[config.mk]
export PLATFORM = sky130hd
export DESIGN_NAME = i2s_tdm_tx
export DESIGN_NICKNAME = d
export VERILOG_FILES = /design/src/rtl/i2s_tdm_tx.sv
export SDC_FILE = /design/constraint.sdc
export NUM_CORES = 1
export LEC_CHECK = 0
export BUFFER_PORTS_ARGS = -buffer_cell sky130_fd_sc_hd__clkbuf_2
export CORE_MARGIN = 5
export CORE_UTILIZATION = 25
export CTS_BUF_LIST = sky130_fd_sc_hd__clkbuf_8
export CTS_CLUSTER_DIAMETER = 150
export DETAILED_ROUTE_END_ITERATION = 16
export GPL_TIMING_DRIVEN = 0
export HOLD_SLACK_MARGIN = 0.05
export PLACE_DENSITY = 0.42
export SETUP_SLACK_MARGIN = 0.5
export SLEW_MARGIN = 20
export SYNTH_ARGS = -nofsm -noshare
export SYNTH_HDL_FRONTEND = slang
export SYNTH_SLANG_ARGS = --single-unit
[constraint.sdc]
create_clock -name clk -period 3.78 [get_ports clk]
set_clock_uncertainty 0.15 [all_clocks]
set_input_delay 0.189 -clock clk [delete_from_list [all_inputs] [get_ports clk]]
set_output_delay 0.189 -clock clk [all_outputs]
set_load 0.01 [all_outputs]
[src/rtl/i2s_tdm_tx.sv]
// rtl/i2s_tdm_tx.sv - parametrised I2S/TDM audio serializer with double-buffered frame load
// Ports:
//   clk, resetb (sync, active low), ena (run enable), mode (0 = I2S, 1 = TDM DSP-A)
//   s_data/s_valid/s_ready : PCM sample stream, channel order ch0..chN-1
//   i2s_bck/i2s_ws/i2s_d0  : serial audio outputs, ws/d0 change on falling bck
//   underrun               : one-clk pulse, frame started without a complete load buffer
//   frame_start            : one-clk pulse at each frame boundary
module i2s_tdm_tx #(
  parameter int DATA_W   = 24,
  parameter int SLOT_W   = 32,
  parameter int CHANNELS = 2,
  parameter int BCK_DIV  = 4
) (
  input  logic              clk,
  input  logic              resetb,
  input  logic              ena,
  input  logic              mode,
  input  logic [DATA_W-1:0] s_data,
  input  logic              s_valid,
  output logic              s_ready,
  output logic              i2s_bck,
  output logic              i2s_ws,
  output logic              i2s_d0,
  output logic              underrun,
  output logic              frame_start
);

  localparam int DIV_W = (BCK_DIV > 1) ? $clog2(BCK_DIV) : 1;
  localparam int POS_W = $clog2(SLOT_W);
  localparam int CH_W  = $clog2(CHANNELS);
  localparam int WC_W  = $clog2(CHANNELS + 1);
  localparam int IDX_W = $clog2(DATA_W);

  typedef enum logic {ST_IDLE, ST_RUN} state_t;
  state_t state_q, state_d;

  logic [DIV_W-1:0]  div_q;
  logic [POS_W-1:0]  bit_q, bit_d;
  logic [CH_W-1:0]   slot_q, slot_d;
  logic [WC_W-1:0]   wc_q;
  logic [DATA_W-1:0] load_buf  [CHANNELS];
  logic [DATA_W-1:0] shift_buf [CHANNELS];
  logic              bck_q, ws_q, d0_q, dly_q, mode_q, fs_q, un_q;
  logic              div_tc, fall_evt, boundary, swap, short_frame, accept;
  logic              ws_d, content_d;
  logic [DATA_W-1:0] next_word;
  logic [IDX_W-1:0]  bit_idx;

  assign s_ready     = (wc_q < WC_W'(CHANNELS));
  assign accept      = s_valid && s_ready;
  assign div_tc      = (div_q == DIV_W'(BCK_DIV - 1));
  assign i2s_bck     = bck_q;
  assign i2s_ws      = ws_q;
  assign i2s_d0      = d0_q;
  assign underrun    = un_q;
  assign frame_start = fs_q;

  // The first enabled clk counts as a falling bck edge at frame position 0,
  // so a frame boundary happens immediately on enable.
  always_comb begin
    state_d  = state_q;
    fall_evt = 1'b0;
    bit_d    = bit_q;
    slot_d   = slot_q;
    case (state_q)
      ST_IDLE: begin
        if (ena) begin
          state_d  = ST_RUN;
          fall_evt = 1'b1;
          bit_d    = '0;
          slot_d   = '0;
        end
      end
      ST_RUN: begin
        if (!ena) begin
          state_d = ST_IDLE;
        end else if (div_tc && bck_q) begin
          fall_evt = 1'b1;
          if (bit_q == POS_W'(SLOT_W - 1)) begin
            bit_d  = '0;
            slot_d = (slot_q == CH_W'(CHANNELS - 1)) ? '0 : slot_q + 1'b1;
          end else begin
            bit_d = bit_q + 1'b1;
          end
        end
      end
      default: state_d = ST_IDLE;
    endcase
  end

  assign boundary    = fall_evt && (bit_d == '0) && (slot_d == '0);
  assign swap        = boundary && (wc_q == WC_W'(CHANNELS));
  assign short_frame = boundary && !swap;

  // Word feeding the new position, taken from the shift buffer as it will
  // look after this clk (fresh copy on swap, zeros on underrun).
  always_comb begin
    next_word = '0;
    for (int i = 0; i < CHANNELS; i++) begin
      if (slot_d == CH_W'(i)) next_word = swap ? load_buf[i] : shift_buf[i];
    end
    if (short_frame) next_word = '0;
  end

  assign bit_idx   = IDX_W'(DATA_W - 1 - int'(bit_d));
  assign content_d = (int'(bit_d) < DATA_W) ? next_word[bit_idx] : 1'b0;
  // Mode is latched at frame start; at the boundary itself the live input applies.
  assign ws_d      = (boundary ? mode : mode_q) ? boundary
                                                : (int'(slot_d) >= CHANNELS / 2);

  always_ff @(posedge clk) begin
    if (!resetb) begin
      state_q <= ST_IDLE;
      div_q   <= '0;
      bit_q   <= '0;
      slot_q  <= '0;
      wc_q    <= '0;
      bck_q   <= 1'b0;
      ws_q    <= 1'b0;
      d0_q    <= 1'b0;
      dly_q   <= 1'b0;
      mode_q  <= 1'b0;
      fs_q    <= 1'b0;
      un_q    <= 1'b0;
      for (int i = 0; i < CHANNELS; i++) begin
        load_buf[i]  <= '0;
        shift_buf[i] <= '0;
      end
    end else begin
      state_q <= state_d;
      fs_q    <= boundary;
      un_q    <= short_frame;

      if (swap) wc_q <= '0;
      else if (accept) wc_q <= wc_q + 1'b1;

      for (int i = 0; i < CHANNELS; i++) begin
        if (accept && (wc_q == WC_W'(i))) load_buf[i] <= s_data;
        if (swap) shift_buf[i] <= load_buf[i];
        else if (short_frame) shift_buf[i] <= '0;
      end

      if (!ena) begin
        div_q  <= '0;
        bit_q  <= '0;
        slot_q <= '0;
        bck_q  <= 1'b0;
        ws_q   <= 1'b0;
        d0_q   <= 1'b0;
        dly_q  <= 1'b0;
      end else begin
        if (state_q == ST_RUN) begin
          if (div_tc) begin
            div_q <= '0;
            bck_q <= ~bck_q;
          end else begin
            div_q <= div_q + 1'b1;
          end
        end
        // d0 lags slot content by one bck: emit the held bit, hold the new one.
        if (fall_evt) begin
          bit_q  <= bit_d;
          slot_q <= slot_d;
          ws_q   <= ws_d;
          d0_q   <= dly_q;
          dly_q  <= content_d;
          if (boundary) mode_q <= mode;
        end
      end
    end
  end

endmodule

# Word level (Yosys, flattened, before mapping)

Memory sizes are Yosys's and may differ from the RTL's.
Cells that the tools add are included.

Word-level logic and storage cells: 97
Register bits after elaboration: 18
Memories kept: 2
Output and inout bits: 6
Input bits: 29
Memory bits (writable): 96

Memory list:

| name      | words | bits a word | rd ports | clocked after Yosys merged registers in | write ports | line | source |
|---|---|---|---|---|---|---|---|
| load_buf  | 2     | 24          | 2        | 0                                       | 2           | 41   | `logic [DATA_W-1:0] load_buf [CHANNELS];` |
| shift_buf | 2     | 24          | 2        | 0                                       | 2           | 42   | `logic [DATA_W-1:0] shift_buf [CHANNELS];` |

Reductions and logical operators: 15
Multiplexer cells: 45
Add/sub/neg operators: 5
Bitwise gates (word level): 10
Magnitude comparators: 4
Equal/unequal tests: 4

Operator list:

| cell                  | count |
|---|---|
| $mux W24              | 10 |
| $mux W1               | 26 |
| $mux W5               | 4 |
| $pmux W5 S2           | 1 |
| $logic_and A1 B1 Y1   | 8 |
| $lt A5 B6 Y1 const B  | 1 |
| $or A1 B1 Y1          | 6 |
| $reduce_and A2 Y1     | 3 |
| $add A5 B1 Y5 const B | 1 |
| $bmux W1 S5           | 1 |
| $eq A5 B5 Y1 const B  | 1 |
| $logic_not A5 Y1      | 1 |
| $lt A5 B5 Y1 const B  | 1 |
| $sub A5 B5 Y5 const A | 1 |
| $add A2 B1 Y2 const B | 2 |
| $eq A2 B2 Y1 const B  | 2 |
| $not A1 Y1            | 4 |
| $pmux W1 S2           | 2 |
| $eq A2 B1 Y1 const B  | 1 |
| $logic_not A2 Y1      | 1 |
| $lt A2 B2 Y1 const B  | 1 |
| $mux W2               | 1 |
| $reduce_or A2 Y1      | 1 |
| $add A1 B1 Y1 const B | 1 |
| 2 further kinds       | 2 |

# Logic depth before layout (Yosys ltp)

Gate-level depths: netlist of run 1.

Depth after elaboration: 16
Gate-level depth with buffers: 15
Depth with buffers taken out: 14

# Worst setup path before layout of run 1

Ideal clock, no wire load.

Path kind: reg-to-reg
From: register bit_q[0]
To: memory shift_buf[0][0], enable pin
Data required time: 3.249 ns
Path buffers: 1
Library setup time: 0.381 ns
Path slack: 0.588 ns
Period minus slack after synthesis: 3.192 ns
Cell stages (with the launch flop): 10
Arrival time: 2.661 ns
Path through: dfxtp_1 -> ha_1 -> and3_1 -> ha_1 -> buf_6 -> nand4b_2 -> mux2_2 -> o21bai_4 -> nand4_2 -> nand2_1

RTL lines:

| what                     | line | source |
|---|---|---|
| start: declaration       | 38   | `logic [POS_W-1:0] bit_q, bit_d;` |
| start signal: assignment | 162  | `bit_q <= bit_d;` |
| end: declaration         | 42   |  |

# Worst setup path after layout of run 1

From: register bit_q[0]
To: register dly_q

Longest elaborated chain between the ends: 15
Elaborated cells between the ends (all ways): 27
Those cells by class: add/sub: 2; order compare: 1; eq/ne: 1; mux: 16; bitwise: 1; reduce/logical: 6

Ends and longest elaborated chain:

| what                                                   | line    | source |
|---|---|---|
| $add A5 B1 Y5 / $eq A5 B5 Y1 (equally long branches)   | 83, 79  |  |
| $mux W5                                                | 79      | `if (bit_q == POS_W'(SLOT_W - 1)) begin` |
| $mux W5                                                | 77      | `end else if (div_tc && bck_q) begin` |
| $mux W5                                                | 75      | `if (!ena) begin` |
| $pmux W5 S2                                            | 65      | `case (state_q)` |
| $logic_not A5 Y1                                       | 91      | `assign boundary = fall_evt && (bit_d == '0) && (slot_d == '0);` |
| $logic_and A1 B1 Y1 (2 in a row)                       | 91      |  |
| $logic_and A1 B1 Y1                                    | 92      | `assign swap = boundary && (wc_q == WC_W'(CHANNELS));` |
| $mux W24 / $logic_not A1 Y1 (equally long branches)    | 100, 93 |  |
| $mux W24 / $logic_and A1 B1 Y1 (equally long branches) | 100, 93 |  |
| $mux W24                                               | 102     | `if (short_frame) next_word = '0;` |
| $bmux W1 S5                                            | 106     | `assign content_d = (int'(bit_d) < DATA_W) ? next_word[bit_idx] : 1'b0;` |
| $mux W1 (not written as such)                          | 106     |  |
| $mux W1 (*)                                            | 106     |  |
| end signal: assignment                                 | 166     | `dly_q <= content_d;` |
| end: declaration                                       | 43      | `logic bck_q, ws_q, d0_q, dly_q, mode_q, fs_q, un_q;` |

Every way passes the cells marked *; elsewhere a longest branch is shown, timed or not. The select of a mux whose other input is x is not followed.
A chain may end at the register's enable or synchronous reset.

==> impl_metrics.env, run 1 <==
export IMPL_htreeDepth=4
export IMPL_ys_seq_area_share_pct=59.23
export IMPL_post_dp_hpwl_um=9255
export IMPL_highest_layer="met4"
export IMPL_grt_pass1_wl_um=21220
export IMPL_grt_overflow_total=0
export IMPL_wire_per_inst_um=16.15
export IMPL_die_w_um=152.4
export IMPL_syn_inst=466
export IMPL_outcome="finished clean"
export IMPL_tightest_slew_ns=0.7049
export IMPL_finalHoldViolations=0
export IMPL_rsz0062_at_grt="true"
export IMPL_finalCritPeriodShare_pct=86.56
export IMPL_start_kind="register"
export IMPL_drt_initial_drc_count=183
export IMPL_cts_sinks=114
export IMPL_finalCriticalPeriod_ns=3.272
export IMPL_n_antenna_cell=0
export IMPL_syn_area_um2=5070
export IMPL_grt_total_usage_pct=11.83
export IMPL_path_buf_inv=1
export IMPL_async_flop_share_pct=0
export IMPL_ys_types=65
export IMPL_slew_headroom_pct=52.84
export IMPL_cp_slowest_cell="dfxtp_2"
export IMPL_drive_above_1_share_pct=22.02
export IMPL_numCtsBuffers=17
export IMPL_drc=0
export IMPL_crit_family="compound AO/OA/AOI/OAI gates"
export IMPL_fin_nets=586
export IMPL_initial_utilization_pct=25.22
export IMPL_powerDensity_nw_per_um2=439.7
export IMPL_ys_warn_count=0
export IMPL_cp_end_kind="register"
export IMPL_cp_data_required_time_ns=4.00
export IMPL_core_area_um2=20100
export IMPL_port_buffers=34
export IMPL_synth_fp_nets=502
export IMPL_detail_route_antenna_nets=0
export IMPL_maxSlewViolCount=0
export IMPL_fillCellCount=2079
export IMPL_drtPass1Iterations=4
export IMPL_rows=52
export IMPL_die_area_um2=23230
export IMPL_final_common_cell="nand2_1"
export IMPL_syn_to_final_growth_pct=26.09
export IMPL_setup_violations=0
export IMPL_yosys_register_bits=114
export IMPL_drv_cap=0
export IMPL_cts_tree="yes"
export IMPL_grt_pass1_vias=3855
export IMPL_fin_cells=833
export IMPL_wirelength_um=13450
export IMPL_dr_total_vias=3785
export IMPL_wl_met3_um=359
export IMPL_antenna_found_initial=0
export IMPL_setup_ws_ns=0.5080
export IMPL_ioPinCount=35
export IMPL_final_util_pct=31.80
export IMPL_dp_slack_ns=-0.1112
export IMPL_avgSynthCellArea_um2=10.88
export IMPL_ys_flop_type="edfxtp_1"
export IMPL_hp_class="in -> reg"
export IMPL_vdd_ir_drop_max_mv=0.2061
export IMPL_crit_fanout=7
export IMPL_clk_pin_slew_ns=0.07
export IMPL_final_cell_mix="75 x nand2_1, 72 x edfxtp_1, 40 x dfxtp_1, 39 x clkbuf_2, 29 x a21oi_1"
export IMPL_wl_met1_um=6046
export IMPL_gp_congestion=0.7823
export IMPL_criticalPathCategory="reg -> reg"
export IMPL_fmax_ghz=0.3056
export IMPL_cp_cell_sequence="ha_2 -> and3_1 -> ha_1 -> nand4bb_4 -> a221oi_4 -> nand3_2 -> buf_4 -> mux2i_1 -> a2111oi_2 -> o22ai_1 -> a31oi_1 -> a211o_1"
export IMPL_met2WireLength_um=6816
export IMPL_clock_root_buffer="clkbuf_8"
export IMPL_vias_per_cell=4.544
export IMPL_cts_path_max_buffers=2
export IMPL_cp_arrival_ns=3.49
export IMPL_grt_max_degree=25
export IMPL_leakage_nw=2.469
export IMPL_chipHeight_um=152.4
export IMPL_clk_latency_ns=0.43
export IMPL_dp_cells=770
export IMPL_slowest_delay_ns=0.36
export IMPL_synth_edf_count=72
flip-flops by register name, summed over array words and instances, names as in the netlist:
register,flops
i2s_ws,1
mode_q,1
bit_q,5
i2s_d0,1
wc_q,2
load_buf,48
i2s_bck,1
slot_q,1
div_q,2
state_q,1
frame_start,1
dly_q,1
underrun,1
shift_buf,48
cell type report:
cell class	count	area [um2]	share of cell area (%)
sequential	114	3005	47.02
multi-input combinational	315	2008	31.42
timing repair buffer	65	470.5	7.360
tap	270	337.8	5.285
clock buffer	18	247.7	3.876
buffer	27	158.9	2.486
clock inverter	14	126.4	1.977
inverter	10	37.54	0.5872
kinds of logic (layout without fill, tap and decap cells):
logic type	count (synthesis)	in the layout	synth area share, %
muxes	12	12	2.468
AOI/OAI and AO/OA	99	99	13.08
adders and majority gates	7	7	1.727
DFF	114	114	59.23
xor gates and xnor gates	3	3	0.5184
and+or+nand+nor	194	194	19.23
buffers and inverters	37	134	3.751
worst reg2reg max path: stages (launching register included):
cell and delay, ns:
dfxtp_2 0.36, ha_2 0.22, and3_1 0.19, ha_1 0.32, nand4bb_4 0.27, a221oi_4 0.33, nand3_2 0.12, buf_4 0.20
mux2i_1 0.15, a2111oi_2 0.31, o22ai_1 0.13, a31oi_1 0.27, a211o_1 0.21
path summary, 6_finish.rpt:
| kind | from | to | slack (ns) | cells after the start |
|---|---|---|---|---|
| worst min-delay path | ena | bit_q[4] | 0.13 | 4 |
| worst max-delay path | bit_q[0] | dly_q | 0.51 | 12 |
| worst min register to register | shift_buf[1][15] | shift_buf[1][15] | 0.30 | 2 |
| worst max register to register | bit_q[0] | dly_q | 0.51 | 12 |
where the power goes:
group | total (W) | switching (W) | leakage [nW] | internal, W
clock network | 0.00108 | 0.000497 | 0.194 | 0.000587
registers | 0.00148 | 0.0000394 | 1.11 | 0.00144
logic | 0.000247 | 0.000156 | 1.16 | 0.0000908
cells in the mapped netlist (2+ instances only):
cell | n | area, um2
nor2b_1 | 2 | 12.51
o21ai_1 | 4 | 20.02
o21ai_0 | 19 | 95.09
inv_1 | 10 | 37.54
edfxtp_1 | 72 | 2162
buf_4 | 3 | 22.52
nand2b_1 | 3 | 18.77
ha_1 | 7 | 87.58
mux2_2 | 2 | 22.52
and3_1 | 27 | 168.9
nor3_1 | 7 | 35.03
dfxtp_1 | 42 | 840.8
a31oi_1 | 12 | 75.07
o22ai_1 | 5 | 31.28
a21oi_1 | 29 | 145.1
nor2_1 | 22 | 82.58
or2_2 | 2 | 12.51
mux2i_1 | 8 | 80.08
nand2_2 | 2 | 12.51
nand3_1 | 12 | 60.06
mux2_1 | 2 | 22.52
buf_6 | 4 | 45.04
and2_1 | 28 | 175.2
o211ai_1 | 4 | 30.03
buf_2 | 8 | 40.04
nand2_1 | 78 | 292.8
clkbuf_1 | 12 | 45.04
o2111ai_1 | 2 | 17.52
xor2_1 | 2 | 17.52
routing by layer:
| layer | global-route usage (%) | vias up |
|---|---|---|
| met5 | 0 | - |
| met4 | 4.152 | 0 |
| met3 | 3.124 | 17 |
| met2 | 20.07 | 59 |
| met1 | 14.57 | 1850 |
| li1 | - | 1859 |
per-stage QoR:
stage | cell area, um2 | total power, W | hold slack [ns] | setup TNS [ns]
after CTS | 6352 | 0.002848 | 0.08312 | 0
final | 6392 | 0.002811 | 0.1263 | 0
after floorplan | 5070 | 0.001627 | 0.2321 | 0
after global placement | 5578 | 0.001725 | 0.2922 | -2.124
after detailed placement | 5583 | 0.001732 | 0.2999 | -2.645
after global routing | 6392 | 0.002941 | 0.1500 | 0
repair_timing:
item	CTS	global route
pin swaps	8	4
buffers inserted	4	0
endpoints found under the hold margin	55	0
hold buffers	27	0
gates resized for setup	23	9
setup endpoints to repair	61	18
Note: power is estimated with default switching activity, not from simulation.
==> inputs of run 2 (changes only) <==
--- a/config.mk
+++ b/config.mk
@@ -6,6 +6,7 @@
 export NUM_CORES = 1
 export LEC_CHECK = 0
 export BUFFER_PORTS_ARGS = -buffer_cell sky130_fd_sc_hd__clkbuf_2
+export CAP_MARGIN = 20
 export CORE_MARGIN = 5
 export CORE_UTILIZATION = 25
 export CTS_BUF_LIST = sky130_fd_sc_hd__clkbuf_8
@@ -14,6 +15,7 @@
 export GPL_TIMING_DRIVEN = 0
 export HOLD_SLACK_MARGIN = 0.05
 export PLACE_DENSITY = 0.42
+export RECOVER_POWER = 100
 export SETUP_SLACK_MARGIN = 0.5
 export SLEW_MARGIN = 20
 export SYNTH_ARGS = -nofsm -noshare
==> run 2 against run 1 <==
Compared with the run above: highest routed layer unchanged; via count shrank 0.29%; cell area down 0.67%; global-route usage stayed put; largest cell class unchanged; register-to-register slack worse by 0.09 ns.
==> impl_metrics.env, run 2 (synthesized netlist as in run 1, its figures left out) <==
export IMPL_cts_sinks=114
export IMPL_cp_arrival_ns=3.53
export IMPL_drive_above_1_share_pct=18.83
export IMPL_switchingPower_w=0.0006913
export IMPL_grt_max_degree=25
export IMPL_gp_congestion=0.7823
export IMPL_drv_cap=0
export IMPL_cp_data_required_time_ns=3.94
export IMPL_seqPwrFrac_pct=52.8
export IMPL_crit_fanout=10
export IMPL_cts_tree="yes"
export IMPL_antenna_found_initial=0
export IMPL_dp_cells=770
export IMPL_chipHeight_um=152.4
export IMPL_cts_path_max_buffers=2
export IMPL_grt_pass1_vias=3855
export IMPL_vias_per_cell=4.531
export IMPL_final_cell_area_um2=6350
export IMPL_maxSlewViolCount=0
export IMPL_finalCriticalPeriod_ns=3.364
export IMPL_p_int_w=0.002116
export IMPL_outcome="finished clean"
export IMPL_place_area_um2=5583
export IMPL_wire_per_inst_um=16.17
export IMPL_swShare_pct=24.63
export IMPL_die_area_um2=23230
export IMPL_reg2reg_slack_ns=0.42
export IMPL_criticalPathCategory="reg -> reg"
export IMPL_final_cell_mix="77 x nand2_1, 72 x edfxtp_1, 41 x dfxtp_1, 29 x clkbuf_2, 29 x a21oi_1"
export IMPL_cp_end_kind="register"
export IMPL_combPwrFrac_pct=8.6
export IMPL_fin_cells=833
export IMPL_fin_nets=586
export IMPL_wirelength_um=13470
export IMPL_fmax_ghz=0.2973
export IMPL_core_area_um2=20100
export IMPL_dr_total_vias=3774
export IMPL_grt_overflow_total=0
export IMPL_setup_violations=0
export IMPL_drc=0
export IMPL_grt_total_usage_pct=11.83
export IMPL_drtPass1Iterations=4
export IMPL_post_dp_hpwl_um=9255
export IMPL_leakage_nw=2.409
export IMPL_detail_route_antenna_nets=0
export IMPL_rsz0062_at_grt="true"
export IMPL_hp_class="in -> reg"
export IMPL_initial_utilization_pct=25.22
export IMPL_rows=52
export IMPL_ioPinCount=35
export IMPL_top_regs="load_buf: 48 flops, shift_buf: 48 flops, bit_q: 5 flops"
export IMPL_final_common_cell="nand2_1"
export IMPL_htreeDepth=4
export IMPL_pwr_share_clk_pct=38.6
export IMPL_grt_pass1_wl_um=21220
export IMPL_clock_root_buffer="clkbuf_8"
export IMPL_finalCritPeriodShare_pct=89.00
export IMPL_tightest_slew_ns=1.249
export IMPL_slew_headroom_pct=16.55
export IMPL_port_buffers=34
export IMPL_drt_initial_drc_count=165
export IMPL_start_kind="register"
export IMPL_vdd_ir_drop_max_mv=0.2050
export IMPL_numCtsBuffers=17
export IMPL_die_w_um=152.4
export IMPL_clk_latency_ns=0.44
export IMPL_finalHoldViolations=0
export IMPL_min_path_cells=4
export IMPL_powerDensity_nw_per_um2=442.1
export IMPL_syn_to_final_growth_pct=25.25
export IMPL_rr_worst_depth=13
export IMPL_clk_pin_slew_ns=0.07
export IMPL_n_antenna_cell=0
[run 2: changes by cell type in the layout (fill, tap and decap cells not counted), sizes merged]
cell,previous run,this run
clkbuf,64,65
buf,19,18
[run 2: worst max-delay path, cell delays in order (launching register included)]
cell	delay, ns
dfxtp_1	0.37
ha_1	0.27
and3_1	0.20
ha_1	0.32
nand4bb_4	0.27
a221oi_4	0.31
nand3_1	0.14
buf_4	0.17
buf_4	0.18
nand2_1	0.08
a31oi_1	0.10
o22ai_1	0.20
a31oi_1	0.14
a211o_1	0.34
[run 2: per-stage QoR]
step                      util, %  total power [W]  hold slack (ns)  setup WS (ns)  TNS, ns
after floorplan                 -         0.001627           0.2321         0.5885        0
after global placement      27.74         0.001725           0.2922       -0.08960   -2.124
after detailed placement    27.77         0.001732           0.2999        -0.1112   -2.645
after CTS                   31.60         0.002848          0.08312         0.5248        0
after global routing        31.58         0.002938           0.1500         0.2058        0
final                       31.58         0.002807           0.1299         0.4159        0
[run 2: final timing paths]
path / endpoint / start
setup / recovery: dly_q / bit_q[0]
hold / removal: bit_q[4] / ena
setup reg to reg: dly_q / bit_q[0]
hold reg to reg: shift_buf[1][15] / shift_buf[1][15]
[run 2: layout make-up]
cell class / count / area [um2]
multi-input combinational: 315 / 1981
timing repair buffer: 65 / 461.7
tap: 270 / 337.8
inverter: 10 / 37.54
fill: 2085 / 13750
clock buffer: 18 / 247.7
buffer: 27 / 153.9
clock inverter: 14 / 126.4
sequential: 114 / 3004
[run 2: repair_timing]
| item | 4_1_cts | 5_1_grt |
|---|---|---|
| endpoints found under the hold margin | 55 | 0 |
| gates cloned | 0 | 0 |
| gates resized for setup | 23 | 9 |
| pin swaps | 8 | 4 |
| buffers inserted | 4 | 0 |
| setup endpoints to repair | 61 | 18 |
| hold buffers | 27 | 0 |
[run 2: power groups by stage]
stage	Combinational [W]	Sequential [W]	Clock (W)
after floorplan	0.000137	0.00149	0
after global placement	0.000215	0.00151	0
after detailed placement	0.000222	0.00151	0
after CTS	0.000252	0.00148	0.00111
after global routing	0.000273	0.00149	0.00117
final	0.000241	0.00148	0.00108
[run 2: per-layer routing]
metal	vias to the layer above	part of all wire, %	track usage [%]
li1	1857	-	-
met4	0	2.0	4.152
met2	66	51	20.07
met3	18	3.5	3.124
met1	1833	44	14.57
met5	-	0	0
